===== src/rtl/sram_arbiter.sv =====
`default_nettype none
// ============================================================================
// Module      : sram_arbiter
// Description : Three-way arbiter for a 512Kx8 asynchronous SRAM (video, CPU,
//               loader) with SETUP/STROBE/HOLD sequencing and loader aging.
// Revision    : 1.0 - initial release
// ============================================================================
module sram_arbiter #(
    parameter int ACC_CYCLES = 2,
    parameter int STARVE_MAX = 8
) (
    input  logic        clk,
    input  logic        reset_n,
    input  logic        vid_req,
    input  logic [18:0] vid_addr,
    output logic        vid_ack,
    output logic [7:0]  vid_rdata,
    input  logic        cpu_req,
    input  logic        cpu_we,
    input  logic [2:0]  cpu_page,
    input  logic [15:0] cpu_addr,
    input  logic [7:0]  cpu_wdata,
    output logic        cpu_ack,
    output logic [7:0]  cpu_rdata,
    input  logic        ldr_req,
    input  logic [18:0] ldr_addr,
    input  logic [7:0]  ldr_wdata,
    output logic        ldr_ack,
    output logic [18:0] sram_addr,
    output logic [7:0]  sram_dq_o,
    output logic        sram_dq_oe,
    input  logic [7:0]  sram_dq_i,
    output logic        sram_oe_n,
    output logic        sram_we_n
);

    localparam logic [1:0] c_IDLE    = 2'd0;
    localparam logic [1:0] c_SETUP   = 2'd1;
    localparam logic [1:0] c_STROBE  = 2'd2;
    localparam logic [1:0] c_HOLD    = 2'd3;

    localparam logic [1:0] c_OWN_VID = 2'd0;
    localparam logic [1:0] c_OWN_CPU = 2'd1;
    localparam logic [1:0] c_OWN_LDR = 2'd2;

    localparam int                 c_AGE_W    = $clog2(STARVE_MAX + 1);
    localparam logic [c_AGE_W-1:0] c_AGE_MAX  = c_AGE_W'(STARVE_MAX);
    localparam logic [c_AGE_W-1:0] c_AGE_ONE  = c_AGE_W'(1);
    localparam logic [3:0]         c_CNT_LOAD = 4'(ACC_CYCLES - 1);

    logic [1:0]         r_state;
    logic [1:0]         r_owner;
    logic               r_we;
    logic [3:0]         r_cnt;
    logic [c_AGE_W-1:0] r_age;

    logic               w_grant;
    logic               w_ldr_first;
    logic [1:0]         w_sel;
    logic [18:0]        w_addr;
    logic               w_we;
    logic [7:0]         w_wdata;

    // Aged loader only ever overtakes the CPU; video always wins.
    always_comb begin
        w_ldr_first = (r_age == c_AGE_MAX);
        w_grant     = vid_req | cpu_req | ldr_req;
        w_sel       = c_OWN_LDR;
        if (vid_req) begin
            w_sel = c_OWN_VID;
        end else if (ldr_req && w_ldr_first) begin
            w_sel = c_OWN_LDR;
        end else if (cpu_req) begin
            w_sel = c_OWN_CPU;
        end

        w_addr  = vid_addr;
        w_we    = 1'b0;
        w_wdata = 8'h00;
        case (w_sel)
            c_OWN_CPU: begin
                w_addr  = {cpu_page, cpu_addr};
                w_we    = cpu_we;
                w_wdata = cpu_wdata;
            end
            c_OWN_LDR: begin
                w_addr  = ldr_addr;
                w_we    = 1'b1;
                w_wdata = ldr_wdata;
            end
            default: begin
                w_addr  = vid_addr;
                w_we    = 1'b0;
                w_wdata = 8'h00;
            end
        endcase
    end

    always_ff @(posedge clk or negedge reset_n) begin
        if (!reset_n) begin
            r_state    <= c_IDLE;
            r_owner    <= c_OWN_VID;
            r_we       <= 1'b0;
            r_cnt      <= 4'd0;
            r_age      <= '0;
            sram_addr  <= 19'd0;
            sram_dq_o  <= 8'h00;
            sram_dq_oe <= 1'b0;
            sram_oe_n  <= 1'b1;
            sram_we_n  <= 1'b1;
            vid_ack    <= 1'b0;
            cpu_ack    <= 1'b0;
            ldr_ack    <= 1'b0;
            vid_rdata  <= 8'h00;
            cpu_rdata  <= 8'h00;
        end else begin
            vid_ack <= 1'b0;
            cpu_ack <= 1'b0;
            ldr_ack <= 1'b0;
            case (r_state)
                c_IDLE: begin
                    if (w_grant) begin
                        r_state    <= c_SETUP;
                        r_owner    <= w_sel;
                        r_we       <= w_we;
                        sram_addr  <= w_addr;
                        sram_dq_o  <= w_wdata;
                        sram_dq_oe <= w_we;
                        if (w_sel == c_OWN_LDR) begin
                            r_age <= '0;
                        end else if (w_sel == c_OWN_CPU && ldr_req && r_age != c_AGE_MAX) begin
                            r_age <= r_age + c_AGE_ONE;
                        end
                    end
                end
                c_SETUP: begin
                    r_state <= c_STROBE;
                    r_cnt   <= c_CNT_LOAD;
                    if (r_we) begin
                        sram_we_n <= 1'b0;
                    end else begin
                        sram_oe_n <= 1'b0;
                    end
                end
                c_STROBE: begin
                    if (r_cnt == 4'd0) begin
                        r_state   <= c_HOLD;
                        sram_oe_n <= 1'b1;
                        sram_we_n <= 1'b1;
                        // Ack is registered here so it is high during HOLD.
                        case (r_owner)
                            c_OWN_VID: begin
                                vid_ack <= 1'b1;
                                if (!r_we) begin
                                    vid_rdata <= sram_dq_i;
                                end
                            end
                            c_OWN_CPU: begin
                                cpu_ack <= 1'b1;
                                if (!r_we) begin
                                    cpu_rdata <= sram_dq_i;
                                end
                            end
                            default: ldr_ack <= 1'b1;
                        endcase
                    end else begin
                        r_cnt <= r_cnt - 4'd1;
                    end
                end
                default: begin
                    r_state    <= c_IDLE;
                    sram_dq_oe <= 1'b0;
                end
            endcase
        end
    end

endmodule
`default_nettype wire

===== config.mk =====
export PLATFORM = sky130hd
export DESIGN_NAME = sram_arbiter
export DESIGN_NICKNAME = d
export VERILOG_FILES = /design/src/rtl/sram_arbiter.sv
export SDC_FILE = /design/constraint.sdc
export NUM_CORES = 1
export LEC_CHECK = 0
export BUFFER_PORTS_ARGS = -buffer_cell sky130_fd_sc_hd__buf_2
export CAP_MARGIN = 20
export CELL_PAD_IN_SITES_DETAIL_PLACEMENT = 0
export CELL_PAD_IN_SITES_GLOBAL_PLACEMENT = 1
export CORE_MARGIN = 4
export CORE_UTILIZATION = 39
export CTS_BUF_LIST = sky130_fd_sc_hd__clkbuf_4 sky130_fd_sc_hd__clkbuf_8
export DETAILED_ROUTE_END_ITERATION = 7
export PLACE_DENSITY_LB_ADDON = 0.1
export SYNTH_ARGS = -nofsm -noshare
export SYNTH_HDL_FRONTEND = slang
export SYNTH_SLANG_ARGS = --single-unit

===== constraint.sdc =====
create_clock -name clk -period 3.9 [get_ports clk]
set_clock_uncertainty 0.2 [all_clocks]
set_input_delay 0.585 -clock clk [delete_from_list [all_inputs] [get_ports clk]]
set_output_delay 0.585 -clock clk [all_outputs]
set_load 0.03 [all_outputs]

==> results by group <==
Place
  • RePlAce Congestion: 0.718
  • IO buf count: 135
  • Post-DP HPWL: 5590 um
  • DP Cell Count: 509
  • Setup WS pre-CTS: 0.818 ns

Clocking
  • Clk buf depth: 2
  • Setup Fix Bufs, Post-CTS: 0
  • Clk root buf: clkbuf_8
  • # H-tree levels: 3
  • TritonCTS clock tree: done
  • Hold-fix buffers, CTS: 0
  • Clock latency on the worst-skew pair: 0.33 ns
  • Clk slew on worst S/H paths: 0.08 ns
  • TritonCTS Buffers: 9
  • Clock Sinks: 62
  • Post-cts sizing count: 0

Synth
  • Synth cell types: 46
  • Seq cells post-synth: 62
  • Register area share after synthesis: 49.8%
  • Cell Area, Synth: 0.00312 mm^2
  • Asr flop ratio synth: 100%
  • Post-Syn Nets: 385
  • Top FF cell, synth: dfrtp_1
  • YS warnings: 0
  • Synth Area per Inst: 10.8 um^2
  • Post-synth EDFFs: 0
  • Mapped Cells: 289

Critical path
  • CP Launch Point: r_age[0]
  • Worst Path Arrival: 3.02 ns
  • WP data required: 3.88 ns
  • Reg2Reg Depth: 9
  • CP startpoint kind: register
  • Crit end category: register
  • Reg2reg start: r_age[0]
  • Critical path class: reg2reg
  • Worst-path maximum fanout: 28

Floorplan
  • Die Y: 97.4 um
  • Die X: 97.4 um
  • I/O pins: 136
  • Row count: 32
  • Core area: 0.00777 mm^2
  • Die area: 0.00949 mm^2
  • Starting Density: 40.2%

Route
  • Met3 WL: 519 um
  • WL met1: 3410 um
  • DRC: 0
  • Drt total wl: 7580 um
  • Drt initial violations: 89
  • Highest Signal Layer: met4
  • Met2 WL: 3570 um
  • Routed Antenna Nets: 0
  • Via density: 5.08
  • Via Count: 2666
  • Drt pass-1 iters: 4
  • WL/cell: 14.4 um

STA
  • Setup TNS Final: 0 ns
  • F_max: 0.328 GHz
  • Final worst slack: 0.854 ns
  • Worst slew margin: 47.5%
  • Final Hold Violating Endpoints: 0
  • Tmin final: 3.05 ns
  • Worst Tran Pin Value: 0.788 ns
  • Unrepaired setup endpoints after global routing: no
  • Fin crit share: 78.1%
  • Max Slew Vio Count: 0
  • Final setup vio count: 0

GRT
  • Vias in the first global route: 2572
  • Largest net degree at the start of global routing: 40
  • GRT Util Overall: 16.2%
  • Global-route wire length before repair: 12600 um
  • Antenna violations before repair: 0
  • GRT overflow: 0

Power
  • Leakage power: 0.00201 uW
  • Max VDD drop: 0.279 mV
  • Power per cell area: 776 mW/mm^2

Finish
  • Ant diodes: 0
  • Share of cells above drive strength 1: 43.3%
  • Nets: 514
  • Area growth from synthesis to layout: 30.4%
  • Fin cells: 525
  • Fill count: 754

Min path
  • Worst hold path class: in2async

Job
  • Maxcap violations: 0

Outcome
  • Status: finished clean
[critical path, stage by stage (launching register included)]
cell and delay, ns:
dfrtp_1 0.42, inv_1 0.09, ha_1 0.17, nand3b_1 0.15
o21ai_1 0.36, nand2b_1 0.11, ha_1 0.82, buf_4 0.35
nor2b_1 0.16, o31ai_1 0.08
[cells in the mapped netlist (all sizes together) (2+ instances only)]
master | count | area (um^2)
dfrtp | 60 | 1500
nand2 | 38 | 143
o31ai | 29 | 223
nor2b | 22 | 138
a221oi | 19 | 166
mux2 | 17 | 191
buf | 12 | 81.3
clkbuf | 11 | 41.3
inv | 11 | 41.3
a22oi | 9 | 72.6
ha | 9 | 113
a21oi | 6 | 30.0
nor2 | 6 | 22.5
o311ai | 4 | 35.0
nor3 | 3 | 15.0
a211oi | 2 | 15.0
a311o | 2 | 20.0
dfstp | 2 | 52.6
nand2b | 2 | 12.5
nand3 | 2 | 10.0
nand3b | 2 | 15.0
nand4 | 2 | 18.8
nor3b | 2 | 26.3
o21ai | 2 | 10.0
or3 | 2 | 12.5
[cell type report]
class	instances	area (um^2)	area share, %
sequential	62	1550	38.2
clock inverter	3	42.5	1.05
tap	102	128	3.14
multi-input combinational	193	1410	34.7
timing repair buffer	141	721	17.7
clock buffer	13	173	4.24
inverter	11	41.3	1.01
[path summary, 6_finish.rpt]
check | to | slack (ns)
max in group asynchronous | sram_we_n | 2.55
min in group clk | sram_addr[0] | 0.27
worst max-delay path | sram_addr[10] | 0.85
worst max register to register | sram_addr[10] | 0.85
worst min-delay path | r_cnt[3] | 0.03
worst min register to register | sram_addr[0] | 0.27
[cells by family after synthesis]
| logic type | after synthesis | synth area share, % |
|---|---|---|
| adder cells (fa/ha/maj) | 9 | 3.61 |
| flip-flops | 62 | 49.8 |
| XOR/XNOR | 1 | 0.281 |
| buffers and inverters | 34 | 5.25 |
| AO/OA/AOI/OAI | 80 | 20.3 |
| AND/OR/NAND/NOR | 85 | 14.3 |
| multiplexers | 18 | 6.46 |
[metrics by stage]
stage	power [uW]	area, um^2	util (%)	hold WS, ns
final	3160	4070	52.4	0.0334
after CTS	3200	4070	52.4	0.0517
after global routing	3400	4070	52.4	0.0783
after floorplan	2190	3120	-	0.0894
after detailed placement	2600	3850	49.6	0.260
after global placement	2570	3850	49.6	0.256
[metal layers]
layer	vias up	global-route usage, %
met4	0	5.11
met2	94	26.5
met1	1239	21.1
li1	1324	-
met5	-	0
met3	9	3.95
[cell usage in the layout (no fill, tap or decap), types with 9 or more instances in the layout]
master    instances
dfrtp_1          60
inv_1            11
nand2_1          38
nor2b_1          22
clkbuf_8         12
ha_1              9
buf_2           135
mux2_2           17
a221oi_1         19
o31ai_1          28
[sequential cells by signal, indices dropped and copies added, names as in the netlist]
register,cells
cpu_ack,1
cpu_rdata,8
ldr_ack,1
r_age,4
r_cnt,4
r_owner,2
r_state,2
r_we,1
sram_addr,19
sram_dq_o,8
sram_dq_oe,1
sram_oe_n,1
sram_we_n,1
vid_ack,1
vid_rdata,8
[where the power goes]
| part | internal [uW] | leakage (uW) | switching [uW] |
|---|---|---|---|
| Sequential | 923 | 0.000763 | 158 |
| Clock | 354 | 0.000109 | 238 |
| Combinational | 536 | 0.00114 | 948 |
| Total | 1810 | 0.00201 | 1340 |
Note: power is estimated with default switching activity, not from simulation.
